`config.mk`:
```
export PLATFORM = sky130hd
export DESIGN_NAME = syn_lb_mstr
export DESIGN_NICKNAME = d
export VERILOG_FILES = /design/src/rtl/syn_lb_mstr.sv
export SDC_FILE = /design/constraint.sdc
export NUM_CORES = 1
export LEC_CHECK = 0
export ABC_CLOCK_PERIOD_IN_PS = 1400
export CAP_MARGIN = 40
export CORE_MARGIN = 1
export CORE_UTILIZATION = 36
export CTS_BUF_LIST = sky130_fd_sc_hd__clkbuf_16
export CTS_CLUSTER_DIAMETER = 30
export DETAILED_ROUTE_END_ITERATION = 10
export PLACE_DENSITY = 0.76
export SETUP_SLACK_MARGIN = 0.02
export SYNTH_ARGS = -nofsm -noshare
export SYNTH_HDL_FRONTEND = slang
export SYNTH_SLANG_ARGS = --single-unit
```
`constraint.sdc`:
```
create_clock -name clk_ir -period 1.4 [get_ports clk_ir]
set_clock_uncertainty 0.15 [all_clocks]
set_input_delay 0.28 -clock clk_ir [delete_from_list [all_inputs] [get_ports clk_ir]]
set_output_delay 0.28 -clock clk_ir [all_outputs]
set_load 0.01 [all_outputs]
```
`src/rtl/syn_lb_mstr.sv`:
```
// syn_lb_mstr: single-outstanding host-to-local-bus initiator; optional ack timeout via SYN_LB_MSTR_TIMEOUT_EN
module syn_lb_mstr #(
  parameter int P_DATA_W = 32,
  parameter int P_ADDR_W = 8,
  parameter int P_TIMEOUT = 255,
  parameter logic [P_DATA_W-1:0] P_TIMEOUT_DATA = 32'hdeadbeef
) (
  input  logic                clk_ir,
  input  logic                rst_sync_l,
  input  logic                req_valid,
  output logic                req_ready,
  input  logic                req_wr,
  input  logic [P_ADDR_W-1:0] req_addr,
  input  logic [P_DATA_W-1:0] req_wdata,
  output logic                rsp_valid,
  input  logic                rsp_ready,
  output logic [P_DATA_W-1:0] rsp_rdata,
  output logic                rsp_err,
  output logic                lb_wr_en,
  output logic                lb_rd_en,
  output logic [P_ADDR_W-1:0] lb_addr,
  output logic [P_DATA_W-1:0] lb_wr_data,
  input  logic                lb_wr_valid,
  input  logic                lb_rd_valid,
  input  logic [P_DATA_W-1:0] lb_rd_data,
  output logic [7:0]          timeout_cnt
);
  typedef enum logic [1:0] {IDLE, ISSUE, WAIT, RESP} state_t;
  state_t state;
  logic wr_q;
  logic ack;
  assign ack = wr_q ? lb_wr_valid : lb_rd_valid;
  if (P_TIMEOUT < 2 || $bits(P_TIMEOUT_DATA) != P_DATA_W) begin : g_bad_cfg
    $error("syn_lb_mstr: P_TIMEOUT must be at least 2");
  end
`ifdef SYN_LB_MSTR_TIMEOUT_EN
  localparam int CW = $clog2(P_TIMEOUT);
  logic [CW-1:0] wait_cnt;
`else
  assign rsp_err = 1'b0;
  assign timeout_cnt = 8'd0;
`endif
  // Transaction FSM: accept a request, strobe once, wait for the matching ack, hold the response until taken
  always_ff @(posedge clk_ir) begin
    if (!rst_sync_l) begin
      state <= IDLE;
      wr_q <= 1'b0;
      req_ready <= 1'b1;
      rsp_valid <= 1'b0;
      rsp_rdata <= '0;
      lb_wr_en <= 1'b0;
      lb_rd_en <= 1'b0;
      lb_addr <= '0;
      lb_wr_data <= '0;
`ifdef SYN_LB_MSTR_TIMEOUT_EN
      rsp_err <= 1'b0;
      timeout_cnt <= 8'd0;
      wait_cnt <= '0;
`endif
    end else begin
      lb_wr_en <= 1'b0;
      lb_rd_en <= 1'b0;
      case (state)
        IDLE: if (req_valid) begin
          state <= ISSUE;
          req_ready <= 1'b0;
          wr_q <= req_wr;
          lb_addr <= req_addr;
          lb_wr_data <= req_wdata;
          lb_wr_en <= req_wr;
          lb_rd_en <= !req_wr;
        end
        ISSUE: begin
          state <= WAIT;
`ifdef SYN_LB_MSTR_TIMEOUT_EN
          wait_cnt <= '0;
`endif
        end
        WAIT: if (ack) begin
          state <= RESP;
          rsp_valid <= 1'b1;
          rsp_rdata <= wr_q ? '0 : lb_rd_data;
`ifdef SYN_LB_MSTR_TIMEOUT_EN
          rsp_err <= 1'b0;
        end else if (wait_cnt == CW'(P_TIMEOUT - 1)) begin
          state <= RESP;
          rsp_valid <= 1'b1;
          rsp_rdata <= wr_q ? '0 : P_TIMEOUT_DATA;
          rsp_err <= 1'b1;
          timeout_cnt <= timeout_cnt + {7'd0, ~&timeout_cnt};
        end else begin
          wait_cnt <= wait_cnt + CW'(1);
`endif
        end
        RESP: if (rsp_ready) begin
          state <= IDLE;
          rsp_valid <= 1'b0;
          req_ready <= 1'b1;
        end
      endcase
    end
  end
endmodule

```
# After elaboration in Yosys (flattened, before gate mapping)
# Index checks and enable logic that the tools add are counted.
[classes]
n_eq_ne = 6
n_mux = 12
reduce_logical = 10
[ops]
columns = ["cell", "count"]
rows = [
  ["$mux W32", 1],
  ["$reduce_and A3 Y1", 4],
  ["$pmux W2 S4", 1],
  ["$mux W2", 3],
  ["$ne A2 B2 Y1 const B", 3],
  ["$mux W1", 5],
  ["$eq A2 B2 Y1 const B", 2],
  ["$pmux W1 S2", 2],
  ["$reduce_and A2 Y1", 2],
  ["$reduce_bool A2 Y1", 2],
  ["$eq A2 B1 Y1 const B", 1],
  ["$logic_not A2 Y1", 1],
  ["$logic_not A1 Y1", 1],
]
[totals]
ff_bits = 79
output_inout_bits = 85

# Depth between registers and ports, before layout
# Gate-level depths: netlist of run 1.
[depth]
depth_word = 3
ltp_mapped = 7
mapped_depth_nobuf = 5

# Worst setup path after synthesis of run 1
# No wires, ideal clock.
[synth_path]
path_kind = "register to register"
from = "reg state[0]"
to = "reg rsp_rdata[28]"
setup_time_ns = 0.076
arrival_ns = 1.319
required_ns = 1.174
path_slack_ns = -0.144
stages_incl_launch_ff = 8
path_buffers = 2
path_cell_list = "dfxtp_1 -> inv_1 -> ha_1 -> clkbuf_1 -> inv_1 -> clkbuf_1 -> o21ai_0 -> a21boi_0"
[synth_via]
elab_chain_len = 2
[synth_lines]
columns = ["element", "line_no", "text"]
rows = [
  ["from (decl)", "29", "state_t state;"],
  ["from (signal assigned)", "46", "state <= IDLE;"],
  ["from (signal assigned)", "65", "state <= ISSUE;"],
  ["from (signal assigned)", "74", "state <= WAIT;"],
  ["$eq A2 B2 Y1", "63", "case (state)"],
  ["$reduce_and A2 Y1 (no source line)", "n/a", ""],
  ["to (signal assigned)", "82", "rsp_rdata <= wr_q ? '0 : lb_rd_data;"],
  ["to (decl)", "17", "output logic [P_DATA_W-1:0] rsp_rdata,"],
]
# Every way passes these cells.
# A chain may end at the register's enable or synchronous reset.

# Worst setup path after layout of run 1
[layout_path]
from = "reg state[0]"
to = "reg state[0]"
[layout_via]
elab_chain_len = 3
elab_cells_between_ends = 9
cone_classes = "eq/ne: 6; mux: 1; reduce/logical: 2"
[layout_lines]
columns = ["element", "line_no"]
rows = [
  ["$eq A2 B2 Y1 or $logic_not A2 Y1 (tied branches)", "63"],
  ["$ne A2 B2 Y1 (no source line)", "n/a"],
  ["$reduce_and A3 Y1 (no source line)", "n/a"],
]
# Parallel ways exist; a longest one is shown, timed or not.

==> results of run 1 <==
Yosys cell counts, types with 2 or more instances:
library cell	count	area share, %
sky130_fd_sc_hd__buf_4	9	2.0
sky130_fd_sc_hd__buf_2	3	0.45
sky130_fd_sc_hd__a21boi_0	56	13
sky130_fd_sc_hd__nand2_1	85	9.6
sky130_fd_sc_hd__nor2_1	2	0.23
sky130_fd_sc_hd__a21boi_1	17	3.9
sky130_fd_sc_hd__dfxtp_1	79	48
sky130_fd_sc_hd__inv_1	9	1.0
sky130_fd_sc_hd__o21ai_0	33	5.0
sky130_fd_sc_hd__ha_1	5	1.9
sky130_fd_sc_hd__nand4b_1	32	8.5
sky130_fd_sc_hd__clkbuf_1	31	3.5
per-stage QoR:
stage | power, mW | hold slack, ns | util, %
floorplan | 4.03 | 0.202 | -
global placement | 5.10 | 0.290 | 57.2
detailed placement | 5.18 | 0.296 | 57.2
CTS | 7.81 | 0.101 | 61.5
global route | 8.89 | 0.0899 | 65.4
finish | 8.48 | 0.0855 | 65.4
sequential cells by signal, indices dropped and copies added (netlist names):
| name | flops |
|---|---|
| state | 2 |
| wr_q | 1 |
| lb_rd_en | 1 |
| lb_addr | 8 |
| rsp_rdata | 32 |
| req_ready | 1 |
| lb_wr_data | 32 |
| lb_wr_en | 1 |
| rsp_valid | 1 |
worst paths after layout:
check | depth (start not counted) | from | end
hold / removal | 2 | rst_sync_l | req_ready
setup reg to reg | 4 | state[0] | state[0]
hold reg to reg | 2 | lb_wr_data[14] | lb_wr_data[14]
setup / recovery | 4 | state[0] | state[0]
placed cells by master, fill, tap and decap left out, types with 2 or more instances in the layout:
cell,count
sky130_fd_sc_hd__o21ai_1,3
sky130_fd_sc_hd__dfxtp_4,2
sky130_fd_sc_hd__buf_4,14
sky130_fd_sc_hd__a21boi_0,24
sky130_fd_sc_hd__buf_16,2
sky130_fd_sc_hd__nand4b_1,32
sky130_fd_sc_hd__nor2_1,2
sky130_fd_sc_hd__dlygate4sd2_1,9
sky130_fd_sc_hd__nand2_2,20
sky130_fd_sc_hd__clkbuf_2,32
sky130_fd_sc_hd__clkinv_2,3
sky130_fd_sc_hd__a21boi_2,15
sky130_fd_sc_hd__clkbuf_16,14
sky130_fd_sc_hd__ha_1,2
sky130_fd_sc_hd__nand2_4,15
sky130_fd_sc_hd__inv_2,2
sky130_fd_sc_hd__clkdlybuf4s15_1,36
sky130_fd_sc_hd__bufinv_16,2
sky130_fd_sc_hd__buf_8,2
sky130_fd_sc_hd__buf_12,5
sky130_fd_sc_hd__buf_6,8
sky130_fd_sc_hd__o21ai_0,30
sky130_fd_sc_hd__conb_1,9
sky130_fd_sc_hd__a21boi_1,34
sky130_fd_sc_hd__dfxtp_1,73
sky130_fd_sc_hd__nand2_1,49
sky130_fd_sc_hd__inv_1,5
sky130_fd_sc_hd__clkdlybuf4s50_1,76
sky130_fd_sc_hd__ha_2,2
sky130_fd_sc_hd__dfxtp_2,4
report_power, final:
part,switching (mW),internal (mW),leakage [nW],total (mW)
sequential,0.198,2.58,0.647,2.78
clock,0.865,1.53,0.151,2.40
combinational,1.60,1.71,1.52,3.31
per-layer routing:
| metal | track usage [%] | wire, um | vias up |
|---|---|---|---|
| met5 | 0 | 0 | - |
| met4 | 6.99 | 196 | 0 |
| met3 | 6.80 | 732 | 17 |
| met2 | 37.2 | 5450 | 143 |
| met1 | 24.0 | 4240 | 1604 |
| li1 | - | - | 1605 |
critical path: stages, from the launching register on:
cell and delay, ns:
sky130_fd_sc_hd__dfxtp_4 0.36, sky130_fd_sc_hd__ha_1 0.21, sky130_fd_sc_hd__a222oi_1 0.34, sky130_fd_sc_hd__buf_4 0.20, sky130_fd_sc_hd__o221a_1 0.18
final cells by class:
class	count	share of cell area (%)
clock buffers	9	3.91
clock inverters	5	1.30
inverters	9	0.717
multi-input cells	252	31.5
flip-flops and latches	79	27.7
well taps	108	2.35
repair buffers	190	32.5
cells by family after synthesis:
kind of cell | count (synthesis) | share of synthesized area [%]
adders and majority gates | 5 | 1.89
AOI/OAI and AO/OA | 113 | 23.4
buffers and inverters | 52 | 7.03
muxes | 2 | 0.718
other | 1 | 0.113
DFF | 79 | 47.8
and+or+nand+nor | 123 | 19.1
repair_timing:
| action | CTS | global route |
|---|---|---|
| endpoints found under the setup margin | 152 | 143 |
| setup buffers | 3 | 3 |
| hold endpoints to repair | 0 | 0 |
| gates resized for setup | 114 | 200 |
| gates cloned | 3 | 5 |
| hold buffers | 0 | 0 |
| pin swaps | 2 | 53 |
==> metrics.log, run 1 <==
[metrics] Post-DP HPWL: 6.75 mm
[metrics] Data required, critical path: between 1.5 and 2 ns
[metrics] CTS tree: yes
[metrics] EDFF count, synth: 0
[metrics] ratio of cells with drive above 1 in the final layout: 28.5%
[metrics] number of sinks handled by clock tree synthesis: about 80
[metrics] max frequency: roughly 0.67 GHz
[metrics] CTS Root Cell: sky130_fd_sc_hd__clkbuf_16
[metrics] area taken by flip-flops and latches: roughly 0.0016 mm^2
[metrics] final design instance area without fill: 0.00576 mm^2
[metrics] Inserted Clock Buffers: 9
[metrics] via total after detailed routing: roughly 3.4k
[metrics] die footprint: 0.00959 mm^2
[metrics] Max Cap Violations: 0
[metrics] Hold/Removal Path Class: primary input to flop
[metrics] net count of the finished layout: about 630
[metrics] pwr dens: about 1500 mW/mm^2
[metrics] antenna violation net count after detailed routing: 0
[metrics] count of antenna diodes in the layout: 0
[metrics] minimum clock period: ~1.5 ns
[metrics] clock-pin transition on the worst setup and hold timing paths: 0.05 ns
[metrics] post-detailed-placement cell area: around 0.005 mm^2
[metrics] category of the critical setup timing path: flop to flop
[metrics] worst slack at placement: -0.420 ns
[metrics] per-instance average area after synthesis: just under 9 um^2
[metrics] Post-Route WL: 10.6 mm
[metrics] H-tree depth: 3
[metrics] number of storage elements in the synthesis netlist: 79
[metrics] crit end category: flop
[metrics] area used by multi-input combinational logic: around 0.0018 mm^2
[metrics] vias in the first global route: about 3.3k
[metrics] post-synthesis async set-or-reset flop share: 0%
[metrics] post-route non-filler standard cell count: about 650
[metrics] Die Wd: about 98 um
[metrics] initial antenna violation count: 0
[metrics] Mapped Area: 0.00331 mm^2
[metrics] sequential-to-total area share from yosys stat: between 40% and 50%
[metrics] final worst-path cycle share: 107%
[metrics] failing checks: DRC, setup timing
[metrics] maximum ir drop on the vdd rail: slightly above 0.8 mV
[metrics] warnings from Yosys: 0
[metrics] total track usage: 21.1%
[metrics] Critical Path AT: approximately 1.6 ns
[metrics] maximum clock path buffer count: 2
[metrics] Startpoint Class: flop
[metrics] run status: finished with violations
[metrics] number of placed I/O pins: between 150 and 200
[metrics] largest fanout of any net on the critical path: 3
[metrics] static power due to leakage: 2.32 nW
[metrics] final slew viol count: 0
[metrics] largest net degree at the start of global routing: slightly above 40
[metrics] Final Hold Violating Endpoints: 0
[metrics] router iterations before antenna repair: 7
[metrics] floorplan core area: between 0.008 and 0.009 mm^2
[metrics] setup repair after global routing missed its margin: yes
[metrics] total congestion overflow after global routing: 0
[metrics] clock latency on the worst-skew pair: 0.32 ns
[metrics] Cell variety after synth: 26
[metrics] Setup violations, final: 62
[metrics] count of buffers from port buffering: approximately 150
[metrics] Routability Congestion: about 0.77
[metrics] Synth Instances: around 380
[metrics] die extent in y: 97.9 um
[metrics] starting density of the core: 37.6%
[metrics] average routed wire per standard cell: 16.3 um
[metrics] Area Growth Syn to Fin: 73.8%
[metrics] number of DRC markers in iteration 0: roughly 120
[metrics] Setup Total Neg Slack: -3.19 ns
[metrics] number of instances in the placed design: approximately 630
[metrics] global-route wire length before repair: ~16 mm
[metrics] layout filler cell count: between 700 and 800
[metrics] setup slack of the worst register-to-register path: -0.10 ns
[metrics] top_reg_cell synth: sky130_fd_sc_hd__dfxtp_1
[metrics] Placement Rows: 34
[metrics] DRC violations left: 11
[metrics] number of vias per cell after detailed routing: just over 5
[metrics] final critical-path setup slack: -0.102 ns
Power figures use the tool's default switching activity.
==> run 2, diff against run 1 <==
--- a/config.mk
+++ b/config.mk
@@ -14,6 +14,7 @@
 export DETAILED_ROUTE_END_ITERATION = 10
 export PLACE_DENSITY = 0.76
 export SETUP_SLACK_MARGIN = 0.02
+export SLEW_MARGIN = 20
 export SYNTH_ARGS = -nofsm -noshare
 export SYNTH_HDL_FRONTEND = slang
 export SYNTH_SLANG_ARGS = --single-unit
==> results of run 2 <==
No change in the layout: final DEF, timing and power equal those of run 1.
==> run 3, diff against run 2 <==
--- a/config.mk
+++ b/config.mk
@@ -5,14 +5,15 @@
 export SDC_FILE = /design/constraint.sdc
 export NUM_CORES = 1
 export LEC_CHECK = 0
-export ABC_CLOCK_PERIOD_IN_PS = 1400
+export ABC_CLOCK_PERIOD_IN_PS = 1780
 export CAP_MARGIN = 40
 export CORE_MARGIN = 1
-export CORE_UTILIZATION = 36
+export CORE_UTILIZATION = 43
 export CTS_BUF_LIST = sky130_fd_sc_hd__clkbuf_16
 export CTS_CLUSTER_DIAMETER = 30
 export DETAILED_ROUTE_END_ITERATION = 10
-export PLACE_DENSITY = 0.76
+export PLACE_DENSITY = 0.85
+export REMOVE_ABC_BUFFERS = 1
 export SETUP_SLACK_MARGIN = 0.02
 export SLEW_MARGIN = 20
 export SYNTH_ARGS = -nofsm -noshare
==> constraint.sdc (replaced) <==
create_clock -name clk_ir -period 1.78 [get_ports clk_ir]
set_clock_uncertainty 0.15 [all_clocks]
set_input_delay 0.356 -clock clk_ir [delete_from_list [all_inputs] [get_ports clk_ir]]
set_output_delay 0.356 -clock clk_ir [all_outputs]
set_load 0.01 [all_outputs]
==> run 3 against run 2 <==
Net effect:
- combinational power decreased by 44%
- wire length decreased by 14%
- cell count decreased by 4.0%
- first-iteration DRC count decreased by 8.1%
- the run now ends clean
- critical endpoint is now lb_wr_data[20]
- clock power decreased by 18%
- sequential power decreased by 23%
==> metrics.log, run 3 (synthesis results as in run 1) <==
[metrics] H-tree depth: 3 (unchanged)
[metrics] buffer count from post-CTS setup fixing: 0 (-3)
[metrics] number of instances on the worst hold path: 2 (unchanged)
[metrics] crit end category: primary output
[metrics] total track usage: 22.2% (+1.1 points)
[metrics] cell class contributing the biggest share of worst-path delay: buffers and inverters
[metrics] Data required, critical path: 1.27 ns (-0.24 ns)
[metrics] final critical-path setup slack: 0.0480 ns (+0.150 ns)
[metrics] Routability Congestion: 0.751 (-2.8%)
[metrics] starting density of the core: 45.2% (+7.6 points)
[metrics] run status: finished, final reports clean
[metrics] buffers and inverters on the worst path: 1 (unchanged)
[metrics] clock-pin transition on the worst setup and hold timing paths: 0.06 ns (about the same)
[metrics] Final Hold Violating Endpoints: 0 (unchanged)
[metrics] minimum clock period: between 1.5 and 2 ns
[metrics] DRC violations left: 0 (-11)
[metrics] Area Growth Syn to Fin: 61.4%
[metrics] post-detailed-placement cell area: 0.00497 mm^2 (-1.3%)
[metrics] topmost layer with routed signal wires: met4
[metrics] setup repair after global routing missed its margin: yes
[metrics] CTS tree: yes
[metrics] cells traversed along the worst timing path: clkdlybuf4s50_1
[metrics] largest net degree at the start of global routing: 45 (+9.8%)
[metrics] Hold/Removal Path Class: flop to flop
[metrics] count of antenna diodes in the layout: 0 (unchanged)
[metrics] die footprint: 0.00806 mm^2 (-16%)
[metrics] Reg2Reg Depth: 6 (+2)
[metrics] end of the worst hold path: lb_wr_data[29]
[metrics] category of the critical setup timing path: flop to primary output
[metrics] biggest regs: lb_wr_data (32), rsp_rdata (32), lb_addr (8)
[metrics] final design instance area without fill: 0.00534 mm^2 (-7.2%)
[metrics] Post-DP HPWL: 6.21 mm (-8.1%)
[metrics] Critical Path AT: 1.23 ns (-0.38 ns)
[metrics] Setup violations, final: 0 (-100%)
[metrics] number of sinks handled by clock tree synthesis: 79 (unchanged)
[metrics] Max Cap Violations: 0 (unchanged)
[metrics] die extent in y: 89.8 um (-8.3%)
[metrics] largest fanout of any net on the critical path: 2 (-1)
[metrics] count of buffers from port buffering: 154 (unchanged)
[metrics] pwr dens: 1120 mW/mm^2 (-24%)
[metrics] setup slack of the worst register-to-register path: 0.13 ns (+0.23 ns)
[metrics] met1 layer wirelength in the final routing: 4.05 mm (-4.5%)
[metrics] Placement Rows: 31 (-8.8%)
[metrics] Critical R2R Launch: state[0]
[metrics] Startpoint Class: flop
[metrics] max frequency: roughly 0.58 GHz
[metrics] maximum clock path buffer count: 2 (unchanged)
[metrics] number of DRC markers in iteration 0: 113 (-8.1%)
[metrics] CP max-delay cell: sky130_fd_sc_hd__clkdlybuf4s50_1
[metrics] number of vias per cell after detailed routing: 5.09 (-1.4%)
[metrics] number of placed I/O pins: 164 (unchanged)
[metrics] final slew viol count: 0 (unchanged)
[metrics] Inserted Clock Buffers: 9 (unchanged)
[metrics] static power due to leakage: 2.06 nW (-12%)
[metrics] vias in the first global route: 2992 (-9.8%)
[metrics] source of the worst hold timing path: lb_wr_data[29]
[metrics] router iterations before antenna repair: 6 (-1)
[metrics] net count of the finished layout: 606 (-3.0%)
[metrics] post-cts hold buffer count: 0 (unchanged)
[metrics] CTS Root Cell: sky130_fd_sc_hd__clkbuf_16
[metrics] average routed wire per standard cell: 14.7 um (-10%)
[metrics] Die Wd: 89.8 um (-8.3%)
[metrics] most used cells in the layout excluding fill and tap cells: 145 x sky130_fd_sc_hd__clkdlybuf4s50_1, 84 x sky130_fd_sc_hd__nand2_1, 79 x sky130_fd_sc_hd__dfxtp_1, 56 x sky130_fd_sc_hd__a21boi_0, 33 x sky130_fd_sc_hd__o21ai_0
[metrics] total congestion overflow after global routing: 0 (unchanged)
[metrics] via total after detailed routing: 3189 (-5.3%)
[metrics] final worst-path cycle share: a little over nine tenths
[metrics] antenna violation net count after detailed routing: 0 (unchanged)
[metrics] initial antenna violation count: 0 (unchanged)
[metrics] global-route wire length before repair: 14.5 mm (-10%)
[metrics] reg-to-reg critical path endpoint: lb_wr_data[2]
[metrics] floorplan core area: 0.00733 mm^2 (-17%)
[metrics] Post-Route WL: 9.18 mm (-14%)
[metrics] worst slack at placement: -0.124 ns (+0.296 ns)
[metrics] clock latency on the worst-skew pair: 0.33 ns (about the same)
[metrics] leading cell type in the layout, fill and taps excluded: sky130_fd_sc_hd__clkdlybuf4s50_1
[metrics] maximum ir drop on the vdd rail: 0.843 mV (+2.6%)
[metrics] routed length on met3: 892 um (+22%)
[metrics] longest individual stage delay on the worst path: 0.55 ns (+0.19 ns)
[metrics] ratio of cells with drive above 1 in the final layout: 7.40% (-21 points)
[metrics] total met2 wirelength after detailed routing: 4.08 mm (-25%)
-- run 3: repair_timing --
action                                  in CTS  in global routing
resized for setup                            0                 10
hold endpoints to repair                     0                  0
endpoints found under the setup margin       0                 15
-- run 3: routing by layer --
metal  up-vias  global-route usage, %
met2       158                   34.6
met1      1456                   27.9
met4         0                   8.33
met5         -                      0
li1       1562                      -
met3        13                   8.21
-- run 3: layout make-up --
| cell class | count | area [um^2] |
|---|---|---|
| fillers | 545 | 1990 |
| repair buffers | 171 | 1750 |
| flip-flops and latches | 79 | 1580 |
| multi-input cells | 252 | 1530 |
| clock buffers | 9 | 225 |
| well taps | 99 | 124 |
| clock inverters | 7 | 96.3 |
| inverters | 9 | 33.8 |
-- run 3: through the flow --
stage          utilization, %  std cells  setup TNS, ns  hold slack, ns  total power [mW]
2_1_floorplan               -        340         -15.22           0.278              2.96
3_3_place_gp             67.8        609         -0.171           0.290              3.94
3_5_place_dp             67.8        609         -0.801           0.300              3.99
4_1_cts                  72.2        625              0           0.293              5.96
5_1_grt                  72.9        626              0           0.320              6.26
6_report                 72.9        626              0           0.307              5.97
-- run 3: worst max path at each step --
| stage | to | start | depth (start not counted) |
|---|---|---|---|
| 6_report | lb_wr_data[20] | lb_wr_data[20] | 1 |
| 5_1_grt | state[1] | state[1] | 4 |
| 4_1_cts | lb_wr_data[2] | lb_wr_data[2] | 1 |
| 3_5_place_dp | state[0] | lb_rd_valid | 5 |
| 3_3_place_gp | state[1] | lb_rd_valid | 5 |
| 2_1_floorplan | state[0] | wr_q | 3 |
-- run 3: where the power goes --
part / switching (mW) / total, mW / internal (mW)
Combinational: 0.907 / 1.87 / 0.963
Sequential: 0.130 / 2.14 / 2.01
Clock: 0.727 / 1.96 / 1.23
Total: 1.76 / 5.97 / 4.20
==> RTL change 1: new RTL, flow settings as in run 1 <==
The option `SYN_LB_MSTR_TIMEOUT_EN` is turned on by a define.
--- a/src/rtl/syn_lb_mstr.sv
+++ b/src/rtl/syn_lb_mstr.sv
@@ -1,4 +1,6 @@
 // syn_lb_mstr: single-outstanding host-to-local-bus initiator; optional ack timeout via SYN_LB_MSTR_TIMEOUT_EN
+`define SYN_LB_MSTR_TIMEOUT_EN
+
 module syn_lb_mstr #(
   parameter int P_DATA_W = 32,
   parameter int P_ADDR_W = 8,
Function: same outputs for any inputs over 10 cycles, from zero or initial values and one cycle with rst_sync_l low; that may be too few to reach the edited logic, so the function may still have changed.
==> RTL change 1 against run 1 <==
The flow finishes with violations (setup timing); design area is 34% higher; setup slack worse by 0.50 ns; hold slack better by 0.047 ns; first-iteration DRC count is 72% higher; total power is 38% higher; count of clock-buffer cells in the layout stayed put; clock power is 14% higher; area after synthesis is 21% higher; synthesized cell count is 36% higher; sequential power is 27% higher; routed wire length is 55% higher; sequential cell count is 17 higher; die area is 21% higher; highest routed layer unchanged.
==> RTL change 1: results (changes against run 1) <==
- The via count is 4,668 (was 3,369).
- The minimum setup slack after placement is -0.952 ns (was -0.420 ns).
- The net switching power is 0.00413 W (was 0.00267 W).
- The wire length of the first global-routing pass was 23.5 mm (was 16.1 mm).
- Run status: finished, violations left (unchanged).
- Leading registers by flop count: lb_wr_data (32), rsp_rdata (32) (was lb_wr_data (32), rsp_rdata (32), lb_addr (8)).
- The minimum setup slack in the final design is -0.606 ns (was -0.102 ns).
- The pin count of the biggest net entering global routing is 69 (was 41).
- The compound-cell area share of the yosys netlist is 15.8% (was 23.4%).
- The depth of the most critical reg-to-reg path was 6 (was 4).
- The global-route met3 utilization is 5.33% (was 6.80%).
- Most area-consuming cells after synthesis: sky130_fd_sc_hd__dfxtp_1 (48%), sky130_fd_sc_hd__nand2_1 (12%), sky130_fd_sc_hd__a21oi_1 (9.1%) (was sky130_fd_sc_hd__dfxtp_1 (48%), sky130_fd_sc_hd__a21boi_0 (13%), sky130_fd_sc_hd__nand2_1 (9.6%)).
- The number of distinct library cells after synthesis is 38 (was 26).
- The reported leakage power came to 3.33 nW (was 2.32 nW).
- Most frequent cells after synthesis: sky130_fd_sc_hd__nand2_1 (124), sky130_fd_sc_hd__dfxtp_1 (96), sky130_fd_sc_hd__a21oi_1 (73) (was sky130_fd_sc_hd__nand2_1 (85), sky130_fd_sc_hd__dfxtp_1 (79), sky130_fd_sc_hd__a21boi_0 (56), sky130_fd_sc_hd__o21ai_0 (33), sky130_fd_sc_hd__nand4b_1 (32)).
- The adder and majority cell fraction of the synthesized area was 2.50% (was 1.89%).
- Violations in the final reports: setup timing (was DRC, setup timing).
- The final total negative setup slack is -35.29 ns (was -3.19 ns).
- The xor/xnor cell area share of the yosys netlist is 0.656% (was 0%).
- The endpoint of the worst-slack reg-to-reg timing path is timeout_cnt[6]$_SDFFE_PN0P_ (was state[0]$_SDFFE_PN0P_).
- The length of the first detailed-routing pass in iterations is 5 (was 7).
- The maximum fanout along the worst path is 7 (was 3).
- The total routing resource utilization after global routing is 26.3% (was 21.1%).
- The signal arrival time at the worst endpoint is 2.14 ns (was 1.61 ns).
- The average routed wire per standard cell is 18.5 µm (was 16.3 µm).
- The setup violation total in the final timing report was 97 (was 62).
- The estimated wirelength of the detail-placed design is 8.49 mm (was 6.75 mm).
- The hold slack came to 0.132 ns (was 0.0855 ns).
RTL change 1: cell types whose count changed after synthesis, moves of 9 or more:
cell / before / now
sky130_fd_sc_hd__a21oi_1: 0 / 73
sky130_fd_sc_hd__a21boi_0: 56 / 0
sky130_fd_sc_hd__nand2_1: 85 / 124
sky130_fd_sc_hd__nand4_1: 0 / 35
sky130_fd_sc_hd__nand4b_1: 32 / 0
sky130_fd_sc_hd__inv_1: 9 / 29
sky130_fd_sc_hd__a21boi_1: 17 / 0
sky130_fd_sc_hd__dfxtp_1: 79 / 96
sky130_fd_sc_hd__nand3_1: 1 / 11
sky130_fd_sc_hd__buf_4: 9 / 0
RTL change 1: worst min path at each step:
stage | end | depth (start not counted)
floorplan | lb_rd_en$_SDFF_PN0_ | 1
global placement | lb_wr_data[30]$_SDFFE_PN0P_ | 2
detailed placement | lb_addr[6]$_SDFFE_PN0P_ | 2
CTS | lb_wr_en$_SDFF_PN0_ | 2
global route | lb_wr_en$_SDFF_PN0_ | 2
finish | lb_wr_en$_SDFF_PN0_ | 2
RTL change 1: power by group through the flow:
stage                     logic, W  clock network (W)  registers [W]
final                      0.00541            0.00274        0.00352
after global placement     0.00297                  0        0.00342
after floorplan            0.00139                  0        0.00360
after CTS                  0.00493            0.00274        0.00342
after detailed placement   0.00305                  0        0.00345
after global routing       0.00572            0.00288        0.00356
RTL change 1: worst max-delay path, stage by stage, from the launching register on:
cell and delay, ns:
sky130_fd_sc_hd__dfxtp_2 0.33, sky130_fd_sc_hd__inv_2 0.08, sky130_fd_sc_hd__ha_4 0.15, sky130_fd_sc_hd__nand4_4 0.10, sky130_fd_sc_hd__or4_4 0.59, sky130_fd_sc_hd__or4_1 0.42
sky130_fd_sc_hd__a21oi_1 0.13
RTL change 1: routing by layer:
metal / wire [µm] / share of wire (%)
met2: 8390 / 51
met4: 370 / 2.2
met3: 1140 / 6.9
met1: 6560 / 40
met5: 0 / 0
RTL change 1: per-stage QoR:
stage          utilization (%)  cell area [µm²]  instances
2_1_floorplan                -             4100        511
3_3_place_gp              56.4             6120        827
3_5_place_dp              56.4             6120        827
4_1_cts                   68.5             7420        878
5_1_grt                   71.4             7730        889
6_report                  71.4             7730        889
RTL change 1: final cells by class:
type / instances / share of cell area (%)
multi-input combinational: 345 / 33.6
timing repair buffer: 262 / 33.2
tap: 140 / 2.26
sequential: 96 / 25.3
clock inverter: 7 / 1.33
inverter: 30 / 1.46
clock buffer: 9 / 2.91
RTL change 1: timing repair:
action | in CTS | in global routing
pin swaps | 59 | 80
hold buffers | 0 | 0
buffers inserted | 20 | 20
resized for setup | 336 | 241
cloned | 15 | 3
setup endpoints to repair | 180 | 167
==> RTL change 2: new RTL, settings of run 1 <==
Without the edit above. The 4 states of `state_t` get a Gray code encoding in 2 bits.
--- a/src/rtl/syn_lb_mstr.sv
+++ b/src/rtl/syn_lb_mstr.sv
@@ -25,7 +25,7 @@
   input  logic [P_DATA_W-1:0] lb_rd_data,
   output logic [7:0]          timeout_cnt
 );
-  typedef enum logic [1:0] {IDLE, ISSUE, WAIT, RESP} state_t;
+  typedef enum logic [1:0] {IDLE = 2'b00, ISSUE = 2'b01, WAIT = 2'b11, RESP = 2'b10} state_t;
   state_t state;
   logic wr_q;
   logic ack;
Formal check against the unedited RTL: same outputs for any inputs over 10 cycles, from zero or initial values and one cycle with rst_sync_l low; not proved beyond that.
==> RTL change 2 against run 1 <==
Setup slack better by 0.13 ns; sequential cell count is the same; routed wire length is 27% lower; die area decreased by 9.4%; fmax up 9.6%; sequential share of layout area up 4.2 points; design area is 13% lower; area after synthesis down 9.6%; cell count is 18% lower; critical path type is now primary input to register; critical endpoint is now rsp_rdata[18]$_SDFFE_PN0P_.
Power is not compared: it rests on default switching activity, and its combinational part moved more than twofold at a synthesized area within 25%.
==> RTL change 2: results (changes against run 1) <==
- The wire length of the first global-routing pass is 11.9 mm (was 16.1 mm).
- The average routed wire per standard cell came to 14.4 µm (was 16.3 µm).
- The starting DRC count in detailed routing is 81 (was 123).
- The clock buffer and inverter area fraction after layout was 6.29% (was 5.22%).
- Most area-consuming cells after synthesis: sky130_fd_sc_hd__dfxtp_1 (53%), sky130_fd_sc_hd__a22o_1 (12%), sky130_fd_sc_hd__mux2i_1 (11%) (was sky130_fd_sc_hd__dfxtp_1 (48%), sky130_fd_sc_hd__a21boi_0 (13%), sky130_fd_sc_hd__nand2_1 (9.6%)).
- The share of Yosys cell area claimed by the top area cell type is 52.8% (was 47.8%).
- The number of distinct library cells after synthesis is 28 (was 26).
- The placed cell area came to 4640 µm² (was 5040 µm²).
- The via count of the first global-routing pass came to 2,546 (was 3,318).
- The placer congestion estimate is 0.730 (was 0.773).
- The multi-input combinational cell count came to 165 (was 252).
- The highest cell delay on the worst timing path came to 0.47 ns (was 0.36 ns).
- The end point of the critical path is rsp_rdata[18]$_SDFFE_PN0P_ (was state[0]$_SDFFE_PN0P_).
- The maximum fanout along the worst path is 6 (was 3).
- The pin count of the biggest net entering global routing came to 50 (was 41).
- The total routing resource utilization after global routing is 17.4% (was 21.1%).
- The mean cell area of the mapped netlist was 11.1 µm² (was 8.83 µm²).
- The via density per instance was 4.73 (was 5.17).
- The length of the first detailed-routing pass in iterations was 4 (was 7).
- Run status: complete, no violations (was finished, violations left).
- The register-to-register path setup slack is 0.05 ns (was -0.10 ns).
- The non-clock buffering overhead in the final layout was 34.5% (was 32.5%).
- The instance count along the most critical hold path is 3 (was 2).
- The met2 demand-to-capacity share in global routing is 29.3% (was 37.2%).
- The proportion of synthesized chip area in sequential cells is 52.8% (was 47.8%).
- The timing startpoint of the critical path is lb_rd_valid (was state[0]$_SDFFE_PN0P_).
- The estimated wirelength of the detail-placed design is 5.47 mm (was 6.75 mm).
- The number of ordinary and repair buffers in the finished layout is 170 (was 190).
- The endpoint of the worst-slack reg-to-reg timing path is lb_wr_data[6]$_SDFFE_PN0P_ (was state[0]$_SDFFE_PN0P_).
- The met2 wire length is 3.58 mm (was 5.45 mm).
- The cell type group with the largest total delay on the critical path is buffers and inverters (was compound AO/OA/AOI/OAI gates).
- The met1 track utilization from global routing is 20.8% (was 24.0%).
- The signal arrival time at the worst endpoint is 1.47 ns (was 1.61 ns).
- The global-route met3 utilization came to 4.23% (was 6.80%).
- The area used by multi-input combinational logic is 1230 µm² (was 1810 µm²).
- The routed metal-1 wirelength is 3.36 mm (was 4.24 mm).
## RTL change 2: changes by cell type in the layout (fill, tap and decap cells not counted), moves of 28 or more
cell                       change
sky130_fd_sc_hd__a21boi_1     -34
sky130_fd_sc_hd__o21ai_0      -28
sky130_fd_sc_hd__mux2i_1      +31
sky130_fd_sc_hd__nand4b_1     -32
sky130_fd_sc_hd__nand3b_1     +30
sky130_fd_sc_hd__a22o_1       +40
## RTL change 2: repair_timing
| item | CTS | global route |
|---|---|---|
| gates resized for setup | 90 | 74 |
| pin swaps | 0 | 1 |
| cloned | 0 | 2 |
| buffers inserted | 0 | 1 |
| setup endpoints to repair | 124 | 77 |
## RTL change 2: metrics by stage
| stage | power, W | instances | worst slack [ns] | utilization (%) | hold WS [ns] |
|---|---|---|---|---|---|
| after floorplan | 0.00280 | 277 | 0.0510 | - | 0.202 |
| after global placement | 0.00327 | 515 | -0.420 | 58.9 | 0.293 |
| after detailed placement | 0.00329 | 515 | -0.450 | 58.9 | 0.298 |
| after CTS | 0.00565 | 531 | 0.0208 | 61.9 | 0.202 |
| after global routing | 0.00584 | 534 | -0.0248 | 63.3 | 0.223 |
| final | 0.00561 | 534 | 0.0287 | 63.3 | 0.214 |
## RTL change 2: cell families after synthesis
| family | count (synthesis) | synth area share, % |
|---|---|---|
| other | 1 | 0.125 |
| AO/OA/AOI/OAI | 49 | 13.7 |
| AND/OR/NAND/NOR | 74 | 14.1 |
| flip-flops | 79 | 52.8 |
| buffers and inverters | 33 | 8.27 |
| multiplexers | 33 | 11.0 |
